$ cat src/rtl/icache_pkg.sv
`default_nettype none
// +---------------------------------------------------------------------------+
// | icache_pkg : shared FSM encoding and width helper for instr_cache         |
// | Revision   : 1.0                                                          |
// +---------------------------------------------------------------------------+
package icache_pkg;

  typedef enum logic [1:0] {
    ST_IDLE     = 2'd0,
    ST_MEM_READ = 2'd1,
    ST_UPDATE   = 2'd2
  } state_e;

  function automatic int clog2(input int value);
    int r;
    r = 0;
    while ((1 << r) < value) r++;
    return r;
  endfunction

endpackage
`default_nettype wire

$ cat src/rtl/instr_cache_array.sv
`default_nettype none
// +---------------------------------------------------------------------------+
// | instr_cache_array : valid/tag/data storage with combinational lookup      |
// | Revision          : 1.0                                                   |
// +---------------------------------------------------------------------------+
module instr_cache_array #(
  parameter int NUM_BLOCKS      = 8,
  parameter int WORDS_PER_BLOCK = 4,
  parameter int TAG_W           = 3,
  parameter int IDX_W           = 3,
  parameter int OFF_W           = 2
) (
  input  logic                         clk,
  input  logic                         rst,
  input  logic [IDX_W-1:0]             lk_index,
  input  logic [TAG_W-1:0]             lk_tag,
  input  logic [OFF_W-1:0]             lk_offset,
  output logic                         lk_hit,
  output logic [31:0]                  lk_word,
  input  logic                         fill_en,
  input  logic [IDX_W-1:0]             fill_index,
  input  logic [TAG_W-1:0]             fill_tag,
  input  logic [32*WORDS_PER_BLOCK-1:0] fill_data,
  input  logic                         clear_all
);

  logic [NUM_BLOCKS-1:0]                valid_q, valid_d;
  logic [TAG_W-1:0]                     tag_q  [NUM_BLOCKS];
  logic [TAG_W-1:0]                     tag_d  [NUM_BLOCKS];
  logic [WORDS_PER_BLOCK-1:0][31:0]     data_q [NUM_BLOCKS];
  logic [WORDS_PER_BLOCK-1:0][31:0]     data_d [NUM_BLOCKS];

  // Fill and clear are never requested together: clear only happens in IDLE.
  always_comb begin
    valid_d = valid_q;
    tag_d   = tag_q;
    data_d  = data_q;
    if (clear_all) begin
      valid_d = '0;
    end else if (fill_en) begin
      valid_d[fill_index] = 1'b1;
      tag_d[fill_index]   = fill_tag;
      data_d[fill_index]  = fill_data;
    end
  end

  always_ff @(posedge clk) begin
    if (rst) valid_q <= '0;
    else     valid_q <= valid_d;
  end

  always_ff @(posedge clk) begin
    tag_q  <= tag_d;
    data_q <= data_d;
  end

  assign lk_hit  = valid_q[lk_index] && (tag_q[lk_index] == lk_tag);
  assign lk_word = data_q[lk_index][lk_offset];

endmodule
`default_nettype wire

$ cat src/rtl/instr_cache.sv
`default_nettype none
// +---------------------------------------------------------------------------+
// | instr_cache : direct-mapped read-only instruction cache, stalling fetch   |
// | Revision    : 1.0                                                         |
// +---------------------------------------------------------------------------+
module instr_cache
  import icache_pkg::*;
#(
  parameter  int ADDR_WIDTH      = 10,
  parameter  int NUM_BLOCKS      = 8,
  parameter  int WORDS_PER_BLOCK = 4,
  parameter  int COUNT_WIDTH     = 16,
  localparam int OFF_W           = clog2(WORDS_PER_BLOCK),
  localparam int IDX_W           = clog2(NUM_BLOCKS),
  localparam int TAG_W           = ADDR_WIDTH - 2 - OFF_W - IDX_W,
  localparam int BLK_W           = ADDR_WIDTH - 2 - OFF_W
) (
  input  logic                          CLK,
  input  logic                          RESET,
  input  logic [ADDR_WIDTH-1:0]         ADDRESS,
  input  logic                          READ,
  input  logic                          FLUSH,
  output logic [31:0]                   INSTRUCTION,
  output logic                          BUSYWAIT,
  output logic                          MEM_READ,
  output logic [BLK_W-1:0]              MEM_ADDRESS,
  input  logic [32*WORDS_PER_BLOCK-1:0] MEM_READDATA,
  input  logic                          MEM_BUSYWAIT,
  output logic [COUNT_WIDTH-1:0]        HIT_COUNT,
  output logic [COUNT_WIDTH-1:0]        MISS_COUNT
);

  state_e                 state_q, state_d;
  logic [BLK_W-1:0]       miss_blk_q, miss_blk_d;
  logic [COUNT_WIDTH-1:0] hit_cnt_q, hit_cnt_d;
  logic [COUNT_WIDTH-1:0] miss_cnt_q, miss_cnt_d;
  logic                   just_filled_q, just_filled_d;

  logic [OFF_W-1:0] req_off;
  logic [IDX_W-1:0] req_idx;
  logic [TAG_W-1:0] req_tag;
  logic             lk_hit;
  logic [31:0]      lk_word;
  logic             fill_en;
  logic             clear_all;
  logic             idle;
  logic             unused_addr_bits;

  assign req_off          = ADDRESS[OFF_W+1:2];
  assign req_idx          = ADDRESS[OFF_W+2 +: IDX_W];
  assign req_tag          = ADDRESS[ADDR_WIDTH-1 -: TAG_W];
  assign unused_addr_bits = ^ADDRESS[1:0];

  instr_cache_array #(
    .NUM_BLOCKS      (NUM_BLOCKS),
    .WORDS_PER_BLOCK (WORDS_PER_BLOCK),
    .TAG_W           (TAG_W),
    .IDX_W           (IDX_W),
    .OFF_W           (OFF_W)
  ) u_array (
    .clk        (CLK),
    .rst        (RESET),
    .lk_index   (req_idx),
    .lk_tag     (req_tag),
    .lk_offset  (req_off),
    .lk_hit     (lk_hit),
    .lk_word    (lk_word),
    .fill_en    (fill_en),
    .fill_index (miss_blk_q[IDX_W-1:0]),
    .fill_tag   (miss_blk_q[BLK_W-1:IDX_W]),
    .fill_data  (MEM_READDATA),
    .clear_all  (clear_all)
  );

  // just_filled marks the IDLE cycle that completes a miss so it is not counted as a hit.
  always_comb begin
    state_d       = state_q;
    miss_blk_d    = miss_blk_q;
    hit_cnt_d     = hit_cnt_q;
    miss_cnt_d    = miss_cnt_q;
    just_filled_d = 1'b0;
    fill_en       = 1'b0;
    clear_all     = 1'b0;
    case (state_q)
      ST_IDLE: begin
        if (FLUSH) begin
          clear_all = 1'b1;
        end else if (READ && !lk_hit) begin
          state_d    = ST_MEM_READ;
          miss_blk_d = {req_tag, req_idx};
          if (miss_cnt_q != '1) miss_cnt_d = miss_cnt_q + COUNT_WIDTH'(1);
        end else if (READ && !just_filled_q && (hit_cnt_q != '1)) begin
          hit_cnt_d = hit_cnt_q + COUNT_WIDTH'(1);
        end
      end
      ST_MEM_READ: begin
        if (!MEM_BUSYWAIT) begin
          fill_en = 1'b1;
          state_d = ST_UPDATE;
        end
      end
      ST_UPDATE: begin
        state_d       = ST_IDLE;
        just_filled_d = 1'b1;
      end
      default: state_d = ST_IDLE;
    endcase
  end

  always_ff @(posedge CLK) begin
    if (RESET) begin
      state_q       <= ST_IDLE;
      miss_blk_q    <= '0;
      hit_cnt_q     <= '0;
      miss_cnt_q    <= '0;
      just_filled_q <= 1'b0;
    end else begin
      state_q       <= state_d;
      miss_blk_q    <= miss_blk_d;
      hit_cnt_q     <= hit_cnt_d;
      miss_cnt_q    <= miss_cnt_d;
      just_filled_q <= just_filled_d;
    end
  end

  assign idle        = (state_q == ST_IDLE);
  assign BUSYWAIT    = idle ? (READ && (!lk_hit || FLUSH)) : 1'b1;
  assign MEM_READ    = (state_q == ST_MEM_READ);
  assign MEM_ADDRESS = MEM_READ ? miss_blk_q : '0;
  assign INSTRUCTION = (idle && READ && lk_hit) ? lk_word : 32'd0;
  assign HIT_COUNT   = hit_cnt_q;
  assign MISS_COUNT  = miss_cnt_q;

endmodule
`default_nettype wire

$ cat config.mk
export PLATFORM = sky130hd
export DESIGN_NAME = instr_cache
export DESIGN_NICKNAME = d
export VERILOG_FILES = /design/src/rtl/icache_pkg.sv /design/src/rtl/instr_cache_array.sv /design/src/rtl/instr_cache.sv
export SDC_FILE = /design/constraint.sdc
export NUM_CORES = 1
export LEC_CHECK = 0
export BUFFER_PORTS_ARGS = -buffer_cell sky130_fd_sc_hd__buf_2
export CORE_MARGIN = 5
export CORE_UTILIZATION = 50
export CTS_BUF_LIST = sky130_fd_sc_hd__clkbuf_2
export CTS_CLUSTER_DIAMETER = 60
export CTS_CLUSTER_SIZE = 20
export DETAILED_ROUTE_END_ITERATION = 16
export PLACE_DENSITY = 0.67
export SLEW_MARGIN = 20
export SYNTH_ARGS = -nofsm -noshare
export SYNTH_HDL_FRONTEND = slang
export SYNTH_HIERARCHICAL = 1
export SYNTH_SLANG_ARGS = --single-unit
$ cat constraint.sdc
create_clock -name CLK -period 20.4 [get_ports CLK]
set_clock_uncertainty 0.1 [all_clocks]
set_input_delay 3.06 -clock CLK [delete_from_list [all_inputs] [get_ports CLK]]
set_output_delay 3.06 -clock CLK [all_outputs]
set_load 0.01 [all_outputs]
Yosys cells after proc, flatten, opt, wreduce, memory -nomap -nowiden
Cells that the tools add are included.
- div/mod/pow operators: 0
- multiplexer cells: 30
- $lt $le $gt $ge: 7
- $add $sub $neg: 2
- equality and inequality tests: 8
- reductions and logical operators: 19
- bitwise logic cells: 6
- shift-type cells: 0
- $mul: 0
- operators by type and width (cell ; number):
    $bwmux W1024 ; 1
    $bmux W128 S3 ; 1
    $demux W128 S3 ; 1
    $mux W128 ; 3
    $bmux W32 S2 ; 1
    $mux W32 ; 2
    $add A16 B1 Y16 const B ; 2
    $ne A16 B16 Y1 const B ; 2
    $bwmux W24 ; 1
    $bmux W3 S3 ; 1
    $demux W3 S3 ; 1
    $logic_and A1 B1 Y1 ; 9
    $mux W3 ; 3
    $ge A4 B4 Y1 const B ; 2
    $lt A3 B4 Y1 const B ; 2
    $mux W1 ; 8
    $not A3 Y4 ; 2
    $or A8 B8 Y8 ; 1
    $reduce_and A4 Y1 ; 2
    $mux W2 ; 3
    $mux W6 ; 1
    $reduce_and A3 Y1 ; 2
    $lt A4 B1 Y1 const B ; 1
    $ne A2 B2 Y1 const B ; 2
    other kinds (15) ; 18
- memory bits (writable): 0
- memories kept: 0
- register bits: 1097
- ROM bits: 0
- bits in latches: 0
- output and inout port bits: 72

Longest topological paths before layout
- word-level depth: 11
- depth in mapped cells: 14

Cells and area by module
Netlist, hierarchy kept.
- modules (own cells, without submodules) (module ; area each (um^2) ; cells an instance ; instances):
    instr_cache_array ; 40481.3 ; 1752 ; 1
    instr_cache ; 2358.5 ; 299 ; 1

Least setup slack after synthesis
Ideal clock, no wire load.
- kind: input to register
- start: input FLUSH
- end: register u_array/data_q[1000] (netlist bit), enable pin
- required time: 19358 ps
- data arrival time: 15776 ps
- library setup time: 942 ps
- stages: 3
- path slack: 3582 ps
- cell sequence: and2_1 clkbuf_1 nor4_1
- word-level cells in the longest chain between the ends: 4
- RTL lines (what ; RTL line ; text):
    start, declared ; instr_cache.sv:22 ; input logic FLUSH,
    $mux W1 ; instr_cache.sv:86 ; if (FLUSH) begin
    $mux W1 ; instr_cache.sv:84 ; case (state_q)
    $not A1 Y1 (no source line) ; - ;
    $reduce_and A2 Y1 (no source line) ; - ;
    end signal, assigned ; instr_cache_array.sv:54 ; data_q <= data_d;
    end, declared ; instr_cache_array.sv:30 ; logic [WORDS_PER_BLOCK-1:0][31:0] data_q [NUM_BLOCKS];
Every way passes these cells.
A chain may end at the register's enable or synchronous reset.

Worst setup path in the final report
- start: input ADDRESS[5]
- end: output INSTRUCTION[9]
- elaborated cells on any way between the ends: 15
- RTL lines (what ; RTL line ; text):
    start, declared ; instr_cache.sv:20 ; input logic [ADDR_WIDTH-1:0] ADDRESS,
    $not A3 Y4 (not written as such) ; instr_cache_array.sv:58 ; assign lk_word = data_q[lk_index][lk_offset];
    $bmux W128 S3 ; instr_cache_array.sv:58 ;
    $mux W128 (not written as such) (2 in series) ; instr_cache_array.sv:58 ;
    $bmux W32 S2 ; instr_cache_array.sv:58 ;
    $mux W32 (not written as such) ; instr_cache_array.sv:58 ;
    named net lk_word[9] ; instr_cache.sv:43 ; logic [31:0] lk_word;
    $mux W32 ; instr_cache.sv:130 ; assign INSTRUCTION = (idle && READ && lk_hit) ? lk_word : 32'd0;
    end, declared ; instr_cache.sv:23 ; output logic [31:0] INSTRUCTION,
The timed path passes the listed nets, and every way through them passes these cells. The select of a mux whose other input is x is not followed.

==> run metrics <==
status=completed; R2R depth=7; initial antenna violation count=34; VDD IR max=0.0822 mV; IO Port Bufs=212; most frequent cell after synthesis=edfxtp_1; Cell Pwr Density=78.9 nW/um2; post-route ant nets=0; DPL Wire Length=49.4 mm; DR pass1 iterations=5; layer carrying the most global-route usage=met2; vias in the first global route=21,237; Final Max Tran Viols=0; Post-synth ARST share=0%; hold endpoint=u_array/valid_q[5]; syn avg cell area=20.9 um2; fmax=88.1 MHz; grt ovf=0; Core Area=85,100 um2; clk_lat worst skew=1220 ps; CP most frequent cell=buf_4; final worst-path cycle share=55.7%; number of placement rows=107; Final Cell Area=46,300 um2; CTS tree=yes; Final Hold Viols=0; Main synth FF type=edfxtp_1; Cell Area, Synth=42,800 um2; Syn Nets=2,196; arrival time at the worst endpoint=8190 ps; Clock Sinks=1,097; DR WL/cell=26.4 um; crit start category=input pin; total clock buffers created by CTS=83; WL final=91.7 mm; crit-path cells=buf_8, buf_4, buf_4, buf_4, buf_12, mux4_2, mux2_2, a211oi_1, a21oi_1, and3_1, buf_2; crit-path max cell delay=870 ps; Cells after DPL=3,319; Worst-path clk slew=310 ps; leak pwr=0.0148 uW; critical path class=in2out; Placed Area=45,200 um2; Tmin final=11,350 ps; # IOs=215; # resized after CTS=0; # hold bufs at CTS=0; Clock Root Buffer=clkbuf_2; Synth cell types=50; drt via density=5.91; RSZ-0062 raised after global routing=false; GRT Total Usage=20.1%; area grow syn2layout=8.19%; largest net degree at the start of global routing=132; register area share after synthesis=75.7%; area leader, netlist=edfxtp_1; fin nets=2,406; Post-Layout Cell Count=3,479; share of cells above drive strength 1=31.3%; HP Class=reg2reg; RR Endpoint=u_array/data_q[41]; Die Span Y=303 um; post-route total power=3660 uW; Worst setup EP type=output port; Post-synth top cells=edfxtp_1 (1,048), mux4_2 (262), mux2i_1 (73); M2 GR Usage=34.2%; pre-CTS WS=8810 ps; met3 global-route usage=4.47%; CTS Buffer Depth=3; WHS Path Cells=1; FF-to-FF setup slack=15,440 ps; cells after synthesis=2,051; min-delay src=u_array/valid_q[5]; crit-path max FO=64; Reg-to-Reg Start=state_q[0]; TNS Setup=0 ps; critical path's slowest cell=buf_4; H-tree Lvls=3; maxcap violations=0; gp weighted congestion=0.784; Post-synth EDFFs=1,048; Starting Density=50.3%; Synth warnings=6; Via Count=20,578; final setup vio count=0; 1st-iter DRT viols=1,745; relative slew slack=25.6%; first-pass GRT wire length=137 mm; Die Wd=303 um; flop and latch count out of synthesis=1,097; die area=91,600 um2; M1 GR Usage=27.3%; Post-CTS Setup Inserts=0; DRC=0; Synth top area share=73.5%; final setup margin=9050 ps; actual slew at the worst max-slew pin=1110 ps; CP Data Required Time=17,240 ps; largest cells by area after synthesis=edfxtp_1 (73%), mux4_2 (14%), dfxtp_1 (2.3%), mux2_2 (1.8%), mux2i_1 (1.7%)
[routing by layer]
layer  vias up  share of wire, %
li1       8977                 -
met1     10820                40
met2       620                51
met3       143               7.0
met4        18               2.1
met5         -              0.13
[state kept, by name, indices dropped and copies added (netlist names)]
register / flops
u_array/data_q: 1024
state_q: 2
u_array/valid_q: 8
miss_blk_q: 6
u_array/tag_q: 24
just_filled_q: 1
HIT_COUNT: 16
MISS_COUNT: 16
[critical path: cells and delay by family]
kind                   cells  cell delay [ps]
buffers and inverters      6             3240
AOI/OAI and AO/OA          2              630
and+or+nand+nor            1              250
muxes                      2              800
[placed cells by master (no fill, tap or decap), types with 6 or more instances in the layout]
| cell | synthesis | routed |
|---|---|---|
| nor2_1 | 47 | 47 |
| nand3_1 | 11 | 11 |
| buf_4 | 5 | 21 |
| nor3_1 | 20 | 16 |
| and2_1 | 9 | 9 |
| inv_8 | 0 | 8 |
| o21ai_0 | 38 | 38 |
| dfxtp_1 | 49 | 49 |
| diode_2 | 0 | 12 |
| nor2b_1 | 8 | 8 |
| a211oi_1 | 33 | 33 |
| buf_12 | 0 | 9 |
| a21oi_1 | 60 | 60 |
| mux4_2 | 262 | 262 |
| mux2_2 | 69 | 69 |
| nor4_1 | 11 | 6 |
| o31ai_1 | 14 | 14 |
| bufinv_16 | 0 | 6 |
| inv_6 | 0 | 12 |
| buf_2 | 30 | 208 |
| inv_1 | 10 | 10 |
| clkinv_1 | 0 | 6 |
| and3_1 | 33 | 33 |
| mux2i_1 | 73 | 73 |
| nand2b_1 | 6 | 6 |
| clkinv_8 | 0 | 9 |
| nand4_1 | 12 | 12 |
| clkbuf_2 | 0 | 90 |
| or4_1 | 12 | 12 |
| edfxtp_1 | 1048 | 1048 |
| nand2_1 | 60 | 60 |
[how the worst max path moves through the flow]
stage | from | end | slack, ps | cells after the start
5_1_grt | ADDRESS[5] | INSTRUCTION[9] | 8530 | 11
6_report | ADDRESS[5] | INSTRUCTION[9] | 9050 | 11
3_5_place_dp | ADDRESS[5] | INSTRUCTION[9] | 8810 | 10
3_3_place_gp | ADDRESS[5] | INSTRUCTION[9] | 8890 | 10
4_1_cts | ADDRESS[5] | INSTRUCTION[9] | 8800 | 10
2_1_floorplan | FLUSH | u_array/data_q[1000] | 3580 | 3
[final cells by class]
cell class / instances / area [um2]
Clock inverter: 57 / 661
Fill cell: 6586 / 38800
Clock buffer: 90 / 450
Inverter: 10 / 37.5
Multi-Input combinational cell: 828 / 9860
Timing Repair Buffer: 241 / 1420
Antenna cell: 12 / 30.0
Tap cell: 1144 / 1430
Sequential cell: 1097 / 32500
[cell families (layout without fill, tap and decap cells)]
family | count (synthesis) | count (layout) | synth area share (%)
AOI/OAI and AO/OA | 164 | 164 | 2.32
muxes | 405 | 405 | 17.3
xor gates and xnor gates | 3 | 3 | 0.0613
DFF | 1097 | 1097 | 75.7
buffers and inverters | 126 | 398 | 1.36
adders and majority gates | 2 | 2 | 0.0584
other | 0 | 12 | 0
and+or+nand+nor | 254 | 254 | 3.14
[metrics by stage]
stage                     util (%)  hold WS [ps]
after floorplan                  -           335
after global placement        53.1           345
after CTS                     54.4           418
after global routing          54.4           454
final                         54.4           414
after detailed placement      53.1           359
[power breakdown]
part           internal, uW  switching [uW]
Sequential             2470            3.53
Combinational          84.3             118
Clock                   246             734
Total                  2800             856
Power figures use the tool's default switching activity.
